<file path="config.mk">
export PLATFORM = sky130hd
export DESIGN_NAME = countdown_sequencer
export DESIGN_NICKNAME = d
export VERILOG_FILES = /design/src/rtl/countdown_sequencer.sv
export SDC_FILE = /design/constraint.sdc
export NUM_CORES = 1
export LEC_CHECK = 0
export CAP_MARGIN = 20
export CORE_UTILIZATION = 43
export CTS_CLUSTER_DIAMETER = 40
export DETAILED_ROUTE_END_ITERATION = 8
export PLACE_DENSITY = 0.78
export SLEW_MARGIN = 15
export SYNTH_ARGS = -nofsm -noshare
export SYNTH_HDL_FRONTEND = slang
export SYNTH_SLANG_ARGS = --single-unit
</file>
<file path="constraint.sdc">
create_clock -name clk -period 1.65 [get_ports clk]
set_input_delay 0.33 -clock clk [delete_from_list [all_inputs] [get_ports clk]]
set_output_delay 0.33 -clock clk [all_outputs]
set_load 0.02 [all_outputs]
</file>
<file path="src/rtl/countdown_sequencer.sv">
`timescale 1ns/1ps
`default_nettype none
// ============================================================================
// Module   : countdown_sequencer
// Brief    : Round-robin sharing of one external loadable down-counter among
//            N_REQ requesters, with tick-paced decrement and completion/abort.
// Revision : 1.0 - initial release
// ============================================================================
module countdown_sequencer #(
    parameter int N_REQ = 4,
    parameter int W     = 4,
    parameter int PW    = 2
) (
    input  logic               clk,
    input  logic               rst_n,
    input  logic [N_REQ-1:0]   req,
    input  logic [N_REQ*W-1:0] load_val,
    input  logic               tick,
    input  logic               cnt_zero,
    output logic               cnt_latch,
    output logic               cnt_dec,
    output logic [W-1:0]       cnt_in,
    output logic [N_REQ-1:0]   grant,
    output logic               busy,
    output logic               done,
    output logic               abort
);

    localparam logic [1:0] S_IDLE  = 2'd0;
    localparam logic [1:0] S_LOAD  = 2'd1;
    localparam logic [1:0] S_COUNT = 2'd2;
    localparam logic [1:0] S_DONE  = 2'd3;

    localparam logic [PW:0]   c_NREQ = (PW+1)'(N_REQ);
    localparam logic [PW-1:0] c_LAST = PW'(N_REQ - 1);

    logic [1:0]         r_state;
    logic [N_REQ-1:0]   r_grant;
    logic [W-1:0]       r_cnt_in;
    logic [PW-1:0]      r_ptr;
    logic [PW-1:0]      r_owner;

    logic [2*N_REQ-1:0] w_req_dbl;
    logic [N_REQ-1:0]   w_req_rot;
    logic               w_found;
    logic [PW:0]        w_sum;
    logic [PW-1:0]      w_sel;
    logic [N_REQ-1:0]   w_onehot;
    logic [W-1:0]       w_load_sel;
    logic [PW-1:0]      w_ptr_next;
    logic               w_owner_req;

    // Rotating a doubled copy puts the requester at ptr in bit 0, so the
    // lowest set bit of the rotated vector is the round-robin winner.
    assign w_req_dbl = {req, req};
    assign w_req_rot = N_REQ'(w_req_dbl >> r_ptr);
    assign w_found   = |w_req_rot;

    always_comb begin
        w_sum = '0;
        for (int k = N_REQ - 1; k >= 0; k--) begin
            if (w_req_rot[k]) begin
                w_sum = {1'b0, r_ptr} + (PW+1)'(k);
            end
        end
        if (w_sum >= c_NREQ) begin
            w_sel = PW'(w_sum - c_NREQ);
        end else begin
            w_sel = w_sum[PW-1:0];
        end
    end

    always_comb begin
        w_onehot   = '0;
        w_load_sel = '0;
        for (int k = 0; k < N_REQ; k++) begin
            if (w_sel == PW'(k)) begin
                w_onehot[k] = 1'b1;
                w_load_sel  = load_val[k*W +: W];
            end
        end
    end

    assign w_ptr_next  = (r_owner == c_LAST) ? '0 : r_owner + PW'(1);
    assign w_owner_req = |(req & r_grant);

    always_ff @(posedge clk or negedge rst_n) begin
        if (!rst_n) begin
            r_state  <= S_IDLE;
            r_grant  <= '0;
            r_cnt_in <= '0;
            r_ptr    <= '0;
            r_owner  <= '0;
        end else begin
            case (r_state)
                S_IDLE: begin
                    if (w_found) begin
                        r_grant  <= w_onehot;
                        r_cnt_in <= w_load_sel;
                        r_owner  <= w_sel;
                        r_state  <= S_LOAD;
                    end
                end
                S_LOAD: begin
                    r_state <= S_COUNT;
                end
                S_COUNT: begin
                    // Reaching zero takes precedence over a simultaneous req drop.
                    if (cnt_zero) begin
                        r_state <= S_DONE;
                    end else if (!w_owner_req) begin
                        r_state <= S_IDLE;
                        r_grant <= '0;
                        r_ptr   <= w_ptr_next;
                    end
                end
                S_DONE: begin
                    r_state <= S_IDLE;
                    r_grant <= '0;
                    r_ptr   <= w_ptr_next;
                end
                default: begin
                    r_state <= S_IDLE;
                    r_grant <= '0;
                end
            endcase
        end
    end

    assign cnt_latch = (r_state == S_LOAD);
    assign cnt_dec   = (r_state == S_COUNT) & tick & ~cnt_zero;
    assign cnt_in    = r_cnt_in;
    assign grant     = r_grant;
    assign busy      = (r_state != S_IDLE);
    assign done      = (r_state == S_DONE);
    assign abort     = (r_state == S_COUNT) & ~cnt_zero & ~w_owner_req;

endmodule
`default_nettype wire

</file>
==> flow_summary.html, run 1 <==
<table>
<tr><th>Metric</th><th>Value</th></tr>
<tr><th colspan="2">Run status</th></tr>
<tr><td>Result of the run</td><td>finished with violations</td></tr>
<tr><td>Failing checks</td><td>negative setup slack</td></tr>
<tr><th colspan="2">Final layout</th></tr>
<tr><td>Total Nets Final</td><td>185</td></tr>
<tr><td>Area added between synthesis and finish</td><td>70.6%</td></tr>
<tr><td>Area used by sequential logic in the layout</td><td>354 um^2</td></tr>
<tr><td>Diodes inserted</td><td>0</td></tr>
<tr><td>Total area of multi-input combinational cells</td><td>647 um^2</td></tr>
<tr><td>Filler instances</td><td>132</td></tr>
<tr><td>Share of layout cells above drive strength 1</td><td>39.0%</td></tr>
<tr><th colspan="2">Pwr</th></tr>
<tr><td>Power per standard cell area</td><td>1730 nW/um^2</td></tr>
<tr><td>Worst IR Drop VDD</td><td>1.32 mV</td></tr>
<tr><td>Reported leakage power</td><td>0.769 nW</td></tr>
<tr><th colspan="2">Flow run</th></tr>
<tr><td>Number of maximum-capacitance constraint violations</td><td>0</td></tr>
<tr><th colspan="2">Timing</th></tr>
<tr><td>Max-slew headroom at the worst pin</td><td>73.6%</td></tr>
<tr><td>Setup TNS</td><td>-0.262 ns</td></tr>
<tr><td>Number of setup violations in the final report</td><td>6</td></tr>
<tr><td>Post-route fraction of the period consumed by the critical path</td><td>110%</td></tr>
<tr><td>Final number of max-transition violations</td><td>0</td></tr>
<tr><td>Fin. Hold Viols</td><td>0</td></tr>
<tr><td>Hold Slack</td><td>0.334 ns</td></tr>
<tr><td>Setup repair after global routing missed its margin</td><td>yes</td></tr>
<tr><td>Worst slew pin tran</td><td>0.396 ns</td></tr>
<tr><td>Final clock skew</td><td>0.00562 ns</td></tr>
<tr><td>Smallest setup slack after layout</td><td>-0.171 ns</td></tr>
<tr><td>Minimum clock period</td><td>1.82 ns</td></tr>
<tr><td>Maximum achievable frequency</td><td>549 MHz</td></tr>
<tr><th colspan="2">Worst setup path</th></tr>
<tr><td>Maximum fanout along the worst path</td><td>2</td></tr>
<tr><td>End of the worst register-to-register path</td><td>grant[0]</td></tr>
<tr><td>Setup CP Type</td><td>reg2out</td></tr>
<tr><td>Flop2flop setup slack</td><td>-0.03 ns</td></tr>
<tr><td>Worst setup path startpoint</td><td>grant[1]</td></tr>
<tr><td>R2R Path Start</td><td>grant[1]</td></tr>
<tr><td>Required time of the critical path</td><td>1.32 ns</td></tr>
<tr><td>Kind of end point of the critical path</td><td>primary output</td></tr>
<tr><td>Worst reg-to-reg path cell count</td><td>6</td></tr>
<tr><td>Endpoint of the most critical setup path</td><td>abort</td></tr>
<tr><td>Nature of the critical path startpoint</td><td>flip-flop</td></tr>
<tr><td>Arrival time worst endpoint</td><td>1.49 ns</td></tr>
<tr><th colspan="2">Clocking</th></tr>
<tr><td>Cell at the root of the clock tree</td><td>sky130_fd_sc_hd__clkbuf_4</td></tr>
<tr><td>Clock tree buffer depth</td><td>2</td></tr>
<tr><td>Count of hold-fix buffers inserted at cts</td><td>0</td></tr>
<tr><td>Skew-Pair Late Insertion Delay</td><td>0.29 ns</td></tr>
<tr><td>Clock Sinks</td><td>14</td></tr>
<tr><td>TritonCTS Buffers</td><td>3</td></tr>
<tr><td>TritonCTS clock tree</td><td>built</td></tr>
<tr><td>Deepest level of the CTS H-tree</td><td>1</td></tr>
<tr><td>CTS clock-pin slew for the worst setup and hold paths</td><td>0.09 ns</td></tr>
<tr><th colspan="2">Route</th></tr>
<tr><td>First DRT Iteration DRCs</td><td>49</td></tr>
<tr><td>Drt wl/cell</td><td>17.1 um</td></tr>
<tr><td>First-pass iteration count of the detailed router</td><td>4</td></tr>
<tr><td>Drt total wl</td><td>3.19 mm</td></tr>
<tr><td>Via-per-instance ratio</td><td>5.74</td></tr>
<tr><td>Count of nets left with antenna violations after detail routing</td><td>0</td></tr>
<tr><td>Drc violations</td><td>0</td></tr>
<tr><td>Routed via count</td><td>1067</td></tr>
<tr><th colspan="2">Floorplan</th></tr>
<tr><td>Die W</td><td>49.4 um</td></tr>
<tr><td>Die area</td><td>2440 um^2</td></tr>
<tr><td>Die boundary height</td><td>49.4 um</td></tr>
<tr><td># IOs</td><td>37</td></tr>
<tr><td>Effective utilization at floorplan</td><td>47.4%</td></tr>
<tr><td>Placeable core region</td><td>2040 um^2</td></tr>
<tr><td>Row count</td><td>16</td></tr>
<tr><th colspan="2">Logic synthesis</th></tr>
<tr><td>Yosys warns</td><td>0</td></tr>
<tr><td>Sequential fraction of the synthesis area</td><td>36.2%</td></tr>
<tr><td>Post-synth top area share</td><td>36.2%</td></tr>
<tr><td>Async SR Flop Fraction</td><td>100%</td></tr>
<tr><td>Cell type with the largest total area after synthesis</td><td>sky130_fd_sc_hd__dfrtp_1</td></tr>
<tr><td>Post-synth EDFFs</td><td>0</td></tr>
<tr><td>Cell with the most instances after synthesis</td><td>sky130_fd_sc_hd__dfrtp_1</td></tr>
<tr><td>Number of different library cells in the post-synthesis netlist</td><td>39</td></tr>
<tr><td>Number of cells produced by synthesis</td><td>99</td></tr>
<tr><td>Cell types with the highest counts after synthesis</td><td>sky130_fd_sc_hd__dfrtp_1, sky130_fd_sc_hd__nand2_1, sky130_fd_sc_hd__nor2_1</td></tr>
<tr><td>Netlist Area Pre-Place</td><td>967 um^2</td></tr>
<tr><td>Post-synthesis average cell area</td><td>9.77 um^2</td></tr>
<tr><td>Cell types with the largest area share after synthesis</td><td>sky130_fd_sc_hd__dfrtp_1, sky130_fd_sc_hd__nand2_1, sky130_fd_sc_hd__o221ai_1</td></tr>
<tr><td>Net count of the mapped netlist</td><td>124</td></tr>
<tr><td>Flop and latch count out of synthesis</td><td>14</td></tr>
<tr><td>Post-synth top flop</td><td>sky130_fd_sc_hd__dfrtp_1</td></tr>
<tr><th colspan="2">Global routing</th></tr>
<tr><td>Vias in the first global route</td><td>1067</td></tr>
<tr><td>Antenna violations before repair</td><td>0</td></tr>
<tr><td>First-pass GRT wire length</td><td>5.22 mm</td></tr>
<tr><td>Overall track demand over capacity in global routing</td><td>29.4%</td></tr>
<tr><td>Largest net degree at the start of global routing</td><td>15</td></tr>
<tr><td>GRT Residual Overflow</td><td>0</td></tr>
<tr><th colspan="2">Place</th></tr>
<tr><td>DPL Wire Length</td><td>2.27 mm</td></tr>
<tr><td>Final weighted congestion in routability-driven placement</td><td>0.890</td></tr>
<tr><td>Port bufs</td><td>36</td></tr>
<tr><th colspan="2">Hold path</th></tr>
<tr><td>Type of the most critical hold path</td><td>in2async</td></tr>
</table>
==> power by group <==
| part | total, mW | internal [mW] | switching, mW |
|---|---|---|---|
| logic | 1.88 | 0.967 | 0.912 |
| registers | 0.725 | 0.514 | 0.210 |
| clock network | 0.256 | 0.135 | 0.121 |
| total | 2.86 | 1.62 | 1.24 |
==> how the worst min path moves through the flow <==
| stage | startpoint | endpoint |
|---|---|---|
| 2_1_floorplan | rst_n | cnt_in[0] |
| 3_3_place_gp | r_owner[1] | r_owner[1] |
| 3_5_place_dp | r_owner[0] | r_owner[0] |
| 4_1_cts | rst_n | r_owner[1] |
| 5_1_grt | rst_n | grant[0] |
| 6_report | rst_n | grant[0] |
==> repair_timing <==
action / in CTS / in global routing
endpoints found under the setup margin: 17 / 17
resized for setup: 35 / 23
setup buffers: 5 / 1
pin swaps: 4 / 5
endpoints found under the hold margin: 0 / 0
==> registers in the layout, indices dropped and copies added, names as in the netlist <==
register,count
r_owner,2
r_ptr,2
grant,4
cnt_in,4
r_state,2
==> critical path: stages, from the launching register on <==
cell                       delay (ns)
sky130_fd_sc_hd__dfrtp_1         0.41
sky130_fd_sc_hd__a222oi_1        0.41
sky130_fd_sc_hd__nand2_1         0.11
sky130_fd_sc_hd__nor2_1          0.12
sky130_fd_sc_hd__buf_4           0.15
==> cells in the final DEF (no fill, tap or decap), types with 5 or more instances in the layout <==
cell type | Yosys | final
sky130_fd_sc_hd__buf_4 | 1 | 23
sky130_fd_sc_hd__clkdlybuf4s50_1 | 0 | 19
sky130_fd_sc_hd__nand2_1 | 13 | 13
sky130_fd_sc_hd__dfrtp_1 | 14 | 11
sky130_fd_sc_hd__dlygate4sd2_1 | 0 | 7
sky130_fd_sc_hd__nor2_1 | 6 | 5
sky130_fd_sc_hd__nand3b_1 | 5 | 5
sky130_fd_sc_hd__dlymetal6s2s_1 | 0 | 5
==> stage by stage <==
step                setup WS, ns  power (mW)  cells  cell area [um^2]  utilization [%]
floorplan                 0.0473        1.63     99               967                -
global placement          -0.650        2.33    176              1480             72.2
detailed placement        -0.665        2.40    176              1480             72.2
CTS                       -0.210        2.66    185              1580             77.1
global route              -0.262        3.04    186              1650             80.8
finish                    -0.171        2.86    186              1650             80.8
==> cell families (layout without fill, tap and decap cells) <==
logic type / count (synthesis) / in the layout / synth area share [%]
adders and majority gates: 1 / 1 / 1.29
DFF: 14 / 14 / 36.2
and+or+nand+nor: 38 / 38 / 21.6
muxes: 4 / 4 / 4.92
AOI/OAI and AO/OA: 33 / 33 / 29.4
buffers and inverters: 9 / 69 / 6.60
==> area by class of cell <==
class / count / share of cell area, %
well taps: 27 / 2.05
multi-input cells: 76 / 39.2
repair buffers: 63 / 34.6
clock buffers: 4 / 2.20
flip-flops and latches: 14 / 21.5
inverters: 2 / 0.455
==> per-layer routing <==
layer  routed length [um]  part of all wire [%]  GRT usage, %  vias up
li1                     -                     -             -      501
met1                 1310                    41          37.5      518
met2                 1660                    52          50.7       41
met3                  161                   5.0          2.80        7
met4                   59                   1.9          11.4        0
met5                    0                     0             0        -
No activity file was read; power rests on OpenSTA's default activity.
==> run 2, diff against run 1 <==
CORE_ASPECT_RATIO = 1.25   (was default)
CTS_CLUSTER_DIAMETER = 30   (was 40)
SLEW_MARGIN = default   (was 15)
==> flow_summary.html, run 2 (synthesis gave the netlist of run 1 again) <==
<table>
<tr><th>Metric</th><th>Value</th></tr>
<tr><th colspan="2">Route</th></tr>
<tr><td>First-pass iteration count of the detailed router</td><td>4 (unchanged)</td></tr>
<tr><td>Routed via count</td><td>1053 (-1.3%)</td></tr>
<tr><td>Drt total wl</td><td>3.08 mm (-3.3%)</td></tr>
<tr><td>Drt wl/cell</td><td>15.9 um (-7.3%)</td></tr>
<tr><td>Drc violations</td><td>0 (unchanged)</td></tr>
<tr><td>Via-per-instance ratio</td><td>5.43 (-5.4%)</td></tr>
<tr><td>First DRT Iteration DRCs</td><td>31 (-37%)</td></tr>
<tr><td>Count of nets left with antenna violations after detail routing</td><td>0 (unchanged)</td></tr>
<tr><th colspan="2">Floorplan</th></tr>
<tr><td>Die W</td><td>44.4 um (-10%)</td></tr>
<tr><td># IOs</td><td>37 (unchanged)</td></tr>
<tr><td>Effective utilization at floorplan</td><td>47.2% (-0.17 points)</td></tr>
<tr><td>Die area</td><td>2440 um^2 (about the same)</td></tr>
<tr><td>Die boundary height</td><td>55.0 um (+11%)</td></tr>
<tr><td>Row count</td><td>18 (+2)</td></tr>
<tr><td>Placeable core region</td><td>2050 um^2 (+0.37%)</td></tr>
<tr><th colspan="2">Timing</th></tr>
<tr><td>Worst slew pin tran</td><td>0.366 ns (-0.0302 ns)</td></tr>
<tr><td>Final clock skew</td><td>0.00484 ns (-0.000781 ns)</td></tr>
<tr><td>Smallest setup slack after layout</td><td>-0.137 ns (+0.0343 ns)</td></tr>
<tr><td>Max-slew headroom at the worst pin</td><td>75.6% (+2.0 points)</td></tr>
<tr><td>Post-route fraction of the period consumed by the critical path</td><td>108% (-2.1 points)</td></tr>
<tr><td>Number of setup violations in the final report</td><td>1 (-5)</td></tr>
<tr><td>Minimum clock period</td><td>1.79 ns (-0.0343 ns)</td></tr>
<tr><td>Setup TNS</td><td>-0.137 ns (+0.124 ns)</td></tr>
<tr><td>Setup repair after global routing missed its margin</td><td>yes</td></tr>
<tr><td>Fin. Hold Viols</td><td>0 (unchanged)</td></tr>
<tr><td>Maximum achievable frequency</td><td>560 MHz (+1.9%)</td></tr>
<tr><td>Final number of max-transition violations</td><td>0 (unchanged)</td></tr>
<tr><th colspan="2">Clocking</th></tr>
<tr><td>Cell at the root of the clock tree</td><td>sky130_fd_sc_hd__clkbuf_4</td></tr>
<tr><td>CTS clock-pin slew for the worst setup and hold paths</td><td>0.09 ns (about the same)</td></tr>
<tr><td>Clock Sinks</td><td>14 (unchanged)</td></tr>
<tr><td>Deepest level of the CTS H-tree</td><td>1 (unchanged)</td></tr>
<tr><td>TritonCTS Buffers</td><td>3 (unchanged)</td></tr>
<tr><td>Clock tree buffer depth</td><td>2 (unchanged)</td></tr>
<tr><td>TritonCTS clock tree</td><td>built</td></tr>
<tr><td>Skew-Pair Late Insertion Delay</td><td>0.28 ns (about the same)</td></tr>
<tr><th colspan="2">Final layout</th></tr>
<tr><td>Area added between synthesis and finish</td><td>68.4%</td></tr>
<tr><td>Utilization after layout</td><td>79.5% (-1.3 points)</td></tr>
<tr><td>Most common library cell in the layout ignoring fill and taps</td><td>sky130_fd_sc_hd__buf_4</td></tr>
<tr><td>Diodes inserted</td><td>0 (unchanged)</td></tr>
<tr><td>Share of layout cells above drive strength 1</td><td>34.1% (-4.8 points)</td></tr>
<tr><td>Top library cells by usage in the layout, fill and taps aside</td><td>sky130_fd_sc_hd__buf_4, sky130_fd_sc_hd__clkdlybuf4s50_1, sky130_fd_sc_hd__nand2_1</td></tr>
<tr><td>Filler instances</td><td>144 (+9.1%)</td></tr>
<tr><td>Total Nets Final</td><td>190 (+2.7%)</td></tr>
<tr><th colspan="2">Worst setup path</th></tr>
<tr><td>R2R Path Start</td><td>grant[0]</td></tr>
<tr><td>Cell breakdown of the critical path</td><td>a222oi_1, nand2_1, nor2_2, buf_6</td></tr>
<tr><td>Nature of the critical path startpoint</td><td>flip-flop</td></tr>
<tr><td>Arrival time worst endpoint</td><td>1.46 ns (-0.03 ns)</td></tr>
<tr><td>Kind of end point of the critical path</td><td>primary output</td></tr>
<tr><td>Worst setup path startpoint</td><td>grant[0]</td></tr>
<tr><td>Required time of the critical path</td><td>1.32 ns (about the same)</td></tr>
<tr><td>Setup CP Type</td><td>reg2out</td></tr>
<tr><td>Slowest library cell on the worst path</td><td>sky130_fd_sc_hd__a222oi_1</td></tr>
<tr><td>Maximum fanout along the worst path</td><td>2 (unchanged)</td></tr>
<tr><td>Stage delay of the slowest cell on the critical path</td><td>0.41 ns (about the same)</td></tr>
<tr><th colspan="2">Pwr</th></tr>
<tr><td>Reported leakage power</td><td>0.747 nW (-2.9%)</td></tr>
<tr><td>Power per standard cell area</td><td>1740 nW/um^2 (+0.18%)</td></tr>
<tr><td>Worst IR Drop VDD</td><td>1.09 mV (-18%)</td></tr>
<tr><th colspan="2">Global routing</th></tr>
<tr><td>Overall track demand over capacity in global routing</td><td>26.9% (-2.4 points)</td></tr>
<tr><td>Vias in the first global route</td><td>964 (-9.7%)</td></tr>
<tr><td>Antenna violations before repair</td><td>0 (unchanged)</td></tr>
<tr><td>First-pass GRT wire length</td><td>4.60 mm (-12%)</td></tr>
<tr><td>GRT Residual Overflow</td><td>0 (unchanged)</td></tr>
<tr><td>Largest net degree at the start of global routing</td><td>15 (unchanged)</td></tr>
<tr><th colspan="2">Run status</th></tr>
<tr><td>Failing checks</td><td>negative setup slack</td></tr>
<tr><td>Result of the run</td><td>finished with violations</td></tr>
<tr><th colspan="2">Place</th></tr>
<tr><td>Final weighted congestion in routability-driven placement</td><td>0.838 (-5.8%)</td></tr>
<tr><td>Port bufs</td><td>36 (unchanged)</td></tr>
<tr><td>DPL Wire Length</td><td>2.25 mm (-1.1%)</td></tr>
<tr><th colspan="2">Hold path</th></tr>
<tr><td>Type of the most critical hold path</td><td>in2async</td></tr>
<tr><th colspan="2">Flow run</th></tr>
<tr><td>Number of maximum-capacitance constraint violations</td><td>0 (unchanged)</td></tr>
</table>
run 2: changes by cell type in the layout (fill, tap and decap cells not counted), moves of 2 or more:
cell                              delta
sky130_fd_sc_hd__mux2_1              +2
sky130_fd_sc_hd__mux2_4              -2
sky130_fd_sc_hd__clkdlybuf4s50_1     +2
sky130_fd_sc_hd__dlymetal6s2s_1      -3
sky130_fd_sc_hd__nor2_2              +2
sky130_fd_sc_hd__buf_4               +4
run 2: metal layers:
metal | part of all wire [%] | GRT usage (%) | up-vias
met4 | 1.1 | 12.6 | 0
li1 | - | - | 506
met5 | 0 | 0 | -
met1 | 41 | 35.1 | 505
met3 | 4.8 | 1.62 | 4
met2 | 53 | 45.8 | 38
run 2: final timing paths:
path                         endpoint  slack (ns)  cells past startpoint
max                             abort       -0.14                      4
min                          grant[3]        0.36                      2
max reg2reg                  grant[0]        0.06                      5
min reg2reg                r_owner[1]        0.53                      2
max in group asynchronous    r_ptr[1]        1.11                      2
min in group clk           r_owner[1]        0.53                      2
run 2: layout make-up:
class                           instances  area, um^2  area share, %
Sequential cell                        14         353           21.7
Inverter                                2        7.51          0.461
Tap cell                               30        37.5           2.30
Clock buffer                            4        36.3           2.23
Multi-Input combinational cell         76         586           35.9
Timing Repair Buffer                   68         609           37.4
run 2: where the power goes:
part           leakage [nW]  switching, mW  internal, mW
logic                 0.551          0.903         0.994
registers             0.175          0.169         0.513
clock network        0.0210          0.115         0.134
total                 0.747           1.19          1.64
run 2: what timing repair did:
action                                 4_1_cts  5_1_grt
resized for setup                           31       12
setup buffers                                3        3
gates cloned                                 0        0
pin swaps                                    4        4
setup endpoints to repair                   18       12
hold buffers                                 0        0
endpoints found under the hold margin        0        0
run 2: critical path: cells and delay by family (launching register included):
kind / cells / cell delay, ns
AOI/OAI and AO/OA: 1 / 0.41
buffers and inverters: 1 / 0.13
DFF: 1 / 0.40
and+or+nand+nor: 2 / 0.24
run 2: through the flow:
stage               power (mW)  instance area (um^2)  worst slack [ns]  hold WS (ns)  std cells
floorplan                 1.63                   967            0.0473        0.0344         99
global placement          2.41                  1520            -0.692         0.475        184
detailed placement        2.47                  1520            -0.706         0.510        184
CTS                       2.72                  1580            -0.158         0.359        191
global route              3.00                  1630            -0.239         0.383        194
finish                    2.83                  1630            -0.137         0.355        194
==> run 3, diff against run 2 <==
CORE_MARGIN = 5   (was default)
==> flow_summary.html, run 3 (synthesis gave the netlist of run 1 again) <==
<table>
<tr><th>Metric</th><th>Value</th></tr>
<tr><th colspan="2">Route</th></tr>
<tr><td>Drc violations</td><td>0 (unchanged)</td></tr>
<tr><td>Drt wl/cell</td><td>15.7 um (-1.1%)</td></tr>
<tr><td>Drt total wl</td><td>2.97 mm (-3.6%)</td></tr>
<tr><td>Count of nets left with antenna violations after detail routing</td><td>0 (unchanged)</td></tr>
<tr><td>Via-per-instance ratio</td><td>5.40 (-0.47%)</td></tr>
<tr><td>First DRT Iteration DRCs</td><td>19 (-39%)</td></tr>
<tr><td>First-pass iteration count of the detailed router</td><td>4 (unchanged)</td></tr>
<tr><td>Routed via count</td><td>1021 (-3.0%)</td></tr>
<tr><th colspan="2">Worst setup path</th></tr>
<tr><td>Required time of the critical path</td><td>1.32 ns (about the same)</td></tr>
<tr><td>Flop2flop setup slack</td><td>0.04 ns (-0.02 ns)</td></tr>
<tr><td>Stage delay of the slowest cell on the critical path</td><td>0.41 ns (about the same)</td></tr>
<tr><td>Nature of the critical path startpoint</td><td>flip-flop</td></tr>
<tr><td>Kind of end point of the critical path</td><td>primary output</td></tr>
<tr><td>Cell breakdown of the critical path</td><td>a222oi_1, nand2_1, nor2_2, buf_6</td></tr>
<tr><td>Setup CP Type</td><td>reg2out</td></tr>
<tr><td>Maximum fanout along the worst path</td><td>2 (unchanged)</td></tr>
<tr><td>Slowest library cell on the worst path</td><td>sky130_fd_sc_hd__a222oi_1</td></tr>
<tr><td>Arrival time worst endpoint</td><td>1.51 ns (+0.05 ns)</td></tr>
<tr><th colspan="2">Pwr</th></tr>
<tr><td>Power per standard cell area</td><td>1720 nW/um^2 (-1.1%)</td></tr>
<tr><td>Switching share of power</td><td>43.1% (+1.2 points)</td></tr>
<tr><td>Worst IR Drop VDD</td><td>1.16 mV (+7.2%)</td></tr>
<tr><td>Reported leakage power</td><td>0.728 nW (-2.6%)</td></tr>
<tr><td>Total power</td><td>2.73 mW (-3.3%)</td></tr>
<tr><td>Internal</td><td>1.56 mW (-5.2%)</td></tr>
<tr><td>Combinational power share</td><td>65.1% (-2.0 points)</td></tr>
<tr><td>Power share of the sequential group</td><td>25.2% (+1.1 points)</td></tr>
<tr><td>Proportion of power drawn by the clock network</td><td>9.7% (+0.9 points)</td></tr>
<tr><td>Power spent charging and discharging nets</td><td>1.18 mW (-0.65%)</td></tr>
<tr><th colspan="2">Global routing</th></tr>
<tr><td>Antenna violations before repair</td><td>0 (unchanged)</td></tr>
<tr><td>Largest net degree at the start of global routing</td><td>15 (unchanged)</td></tr>
<tr><td>Overall track demand over capacity in global routing</td><td>20.2% (-6.7 points)</td></tr>
<tr><td>GRT Residual Overflow</td><td>0 (unchanged)</td></tr>
<tr><td>Vias in the first global route</td><td>1067 (+11%)</td></tr>
<tr><td>First-pass GRT wire length</td><td>4.93 mm (+7.2%)</td></tr>
<tr><th colspan="2">Floorplan</th></tr>
<tr><td>Row count</td><td>19 (+1)</td></tr>
<tr><td>Effective utilization at floorplan</td><td>44.2% (-3.0 points)</td></tr>
<tr><td>Die boundary height</td><td>63.0 um (+15%)</td></tr>
<tr><td>Die W</td><td>52.4 um (+18%)</td></tr>
<tr><td>Die area</td><td>3300 um^2 (+35%)</td></tr>
<tr><td>Placeable core region</td><td>2190 um^2 (+6.7%)</td></tr>
<tr><td># IOs</td><td>37 (unchanged)</td></tr>
<tr><th colspan="2">Timing</th></tr>
<tr><td>Minimum clock period</td><td>1.84 ns (+0.0537 ns)</td></tr>
<tr><td>Post-route fraction of the period consumed by the critical path</td><td>112% (+3.3 points)</td></tr>
<tr><td>Number of setup violations in the final report</td><td>1 (unchanged)</td></tr>
<tr><td>Maximum achievable frequency</td><td>543 MHz (-2.9%)</td></tr>
<tr><td>Final number of max-transition violations</td><td>0 (unchanged)</td></tr>
<tr><td>Fin. Hold Viols</td><td>0 (unchanged)</td></tr>
<tr><td>Setup repair after global routing missed its margin</td><td>yes</td></tr>
<tr><td>Max-slew headroom at the worst pin</td><td>73.2% (-2.4 points)</td></tr>
<tr><td>Smallest setup slack after layout</td><td>-0.191 ns (-0.0537 ns)</td></tr>
<tr><td>Hold Slack</td><td>0.316 ns (-0.0396 ns)</td></tr>
<tr><td>Worst slew pin tran</td><td>0.402 ns (+0.0360 ns)</td></tr>
<tr><td>Final clock skew</td><td>0.0155 ns (+0.0106 ns)</td></tr>
<tr><td>Setup TNS</td><td>-0.191 ns (-0.0537 ns)</td></tr>
<tr><th colspan="2">Place</th></tr>
<tr><td>Final weighted congestion in routability-driven placement</td><td>0.814 (-2.9%)</td></tr>
<tr><td>Port bufs</td><td>36 (unchanged)</td></tr>
<tr><td>Instance count after placement with tap cells included</td><td>182 (-1.1%)</td></tr>
<tr><td>DPL Wire Length</td><td>2.22 mm (-1.2%)</td></tr>
<tr><th colspan="2">Final layout</th></tr>
<tr><td>Number of non-filler instances in the completed layout</td><td>189 (-2.6%)</td></tr>
<tr><td>Area added between synthesis and finish</td><td>64.7%</td></tr>
<tr><td>Most common library cell in the layout ignoring fill and taps</td><td>sky130_fd_sc_hd__buf_4</td></tr>
<tr><td>Utilization after layout</td><td>72.8% (-6.7 points)</td></tr>
<tr><td>Total Nets Final</td><td>184 (-3.2%)</td></tr>
<tr><td>Top library cells by usage in the layout, fill and taps aside</td><td>sky130_fd_sc_hd__buf_4, sky130_fd_sc_hd__clkdlybuf4s50_1, sky130_fd_sc_hd__nand2_1, sky130_fd_sc_hd__dfrtp_1, sky130_fd_sc_hd__dlygate4sd2_1</td></tr>
<tr><td>Share of layout cells above drive strength 1</td><td>32.3% (-1.9 points)</td></tr>
<tr><td>Diodes inserted</td><td>0 (unchanged)</td></tr>
<tr><td>Filler instances</td><td>182 (+26%)</td></tr>
<tr><th colspan="2">Clocking</th></tr>
<tr><td>Clock tree buffer depth</td><td>2 (unchanged)</td></tr>
<tr><td>CTS clock-pin slew for the worst setup and hold paths</td><td>0.10 ns (about the same)</td></tr>
<tr><td>Clock Sinks</td><td>14 (unchanged)</td></tr>
<tr><td>Deepest level of the CTS H-tree</td><td>1 (unchanged)</td></tr>
<tr><td>TritonCTS Buffers</td><td>3 (unchanged)</td></tr>
<tr><td>Skew-Pair Late Insertion Delay</td><td>0.31 ns (+0.03 ns)</td></tr>
<tr><td>TritonCTS clock tree</td><td>built</td></tr>
<tr><td>Cell at the root of the clock tree</td><td>sky130_fd_sc_hd__clkbuf_4</td></tr>
<tr><th colspan="2">Hold path</th></tr>
<tr><td>Type of the most critical hold path</td><td>in2async</td></tr>
<tr><th colspan="2">Run status</th></tr>
<tr><td>Result of the run</td><td>finished with violations</td></tr>
<tr><td>Failing checks</td><td>negative setup slack</td></tr>
<tr><th colspan="2">Flow run</th></tr>
<tr><td>Number of maximum-capacitance constraint violations</td><td>0 (unchanged)</td></tr>
</table>
-- run 3: cell types whose count changed in the layout (fill, tap and decap cells not counted), sizes merged --
cell / change
clkdlybuf4s50: -2
clkbuf: +1
buf: -6
dlygate4sd2: +1
-- run 3: final timing paths --
| kind | endpoint | cells past startpoint | start |
|---|---|---|---|
| min in group clk | cnt_in[1] | 2 | cnt_in[1] |
| max | abort | 4 | grant[1] |
| max in group asynchronous | r_ptr[0] | 2 | rst_n |
| max reg2reg | grant[0] | 5 | grant[1] |
| min | grant[2] | 2 | rst_n |
| min reg2reg | cnt_in[1] | 2 | cnt_in[1] |
-- run 3: power by group through the flow --
stage                     Combinational (mW)  Sequential (mW)  Clock, mW
after floorplan                        0.911            0.720          0
after global placement                  1.70            0.668          0
after detailed placement                1.74            0.676          0
after CTS                               1.71            0.678      0.269
after global routing                    1.94            0.710      0.287
final                                   1.78            0.688      0.266
-- run 3: area by class of cell --
class                   count  area [um^2]  share of cell area (%)
flip-flops and latches     14          352                    22.1
clock buffers               4         36.3                    2.28
repair buffers             62          558                    35.0
inverters                   2         7.51                   0.471
multi-input cells          76          601                    37.7
well taps                  31         38.8                    2.44
-- run 3: critical path: cells and delay by family, from the launching register on --
family	cells	cell delay (ns)
and+or+nand+nor	2	0.26
AOI/OAI and AO/OA	1	0.41
DFF	1	0.40
buffers and inverters	1	0.13
-- run 3: stage by stage --
| stage | area, um^2 | setup WS (ns) |
|---|---|---|
| after global routing | 1590 | -0.293 |
| after CTS | 1560 | -0.215 |
| after detailed placement | 1500 | -0.801 |
| after global placement | 1500 | -0.710 |
| final | 1590 | -0.191 |
| after floorplan | 967 | 0.0473 |
-- run 3: layer usage --
layer / routed length, um / GRT usage, %
met5: 0 / 0
met4: 89 / 12.1
met3: 136 / 2.86
met2: 1530 / 34.2
met1: 1210 / 23.1
-- run 3: timing repair --
action	in CTS	in global routing
pin swaps	5	5
gates resized for setup	36	12
cloned	0	0
setup endpoints to repair	23	16
setup buffers	2	1
hold buffers	0	0
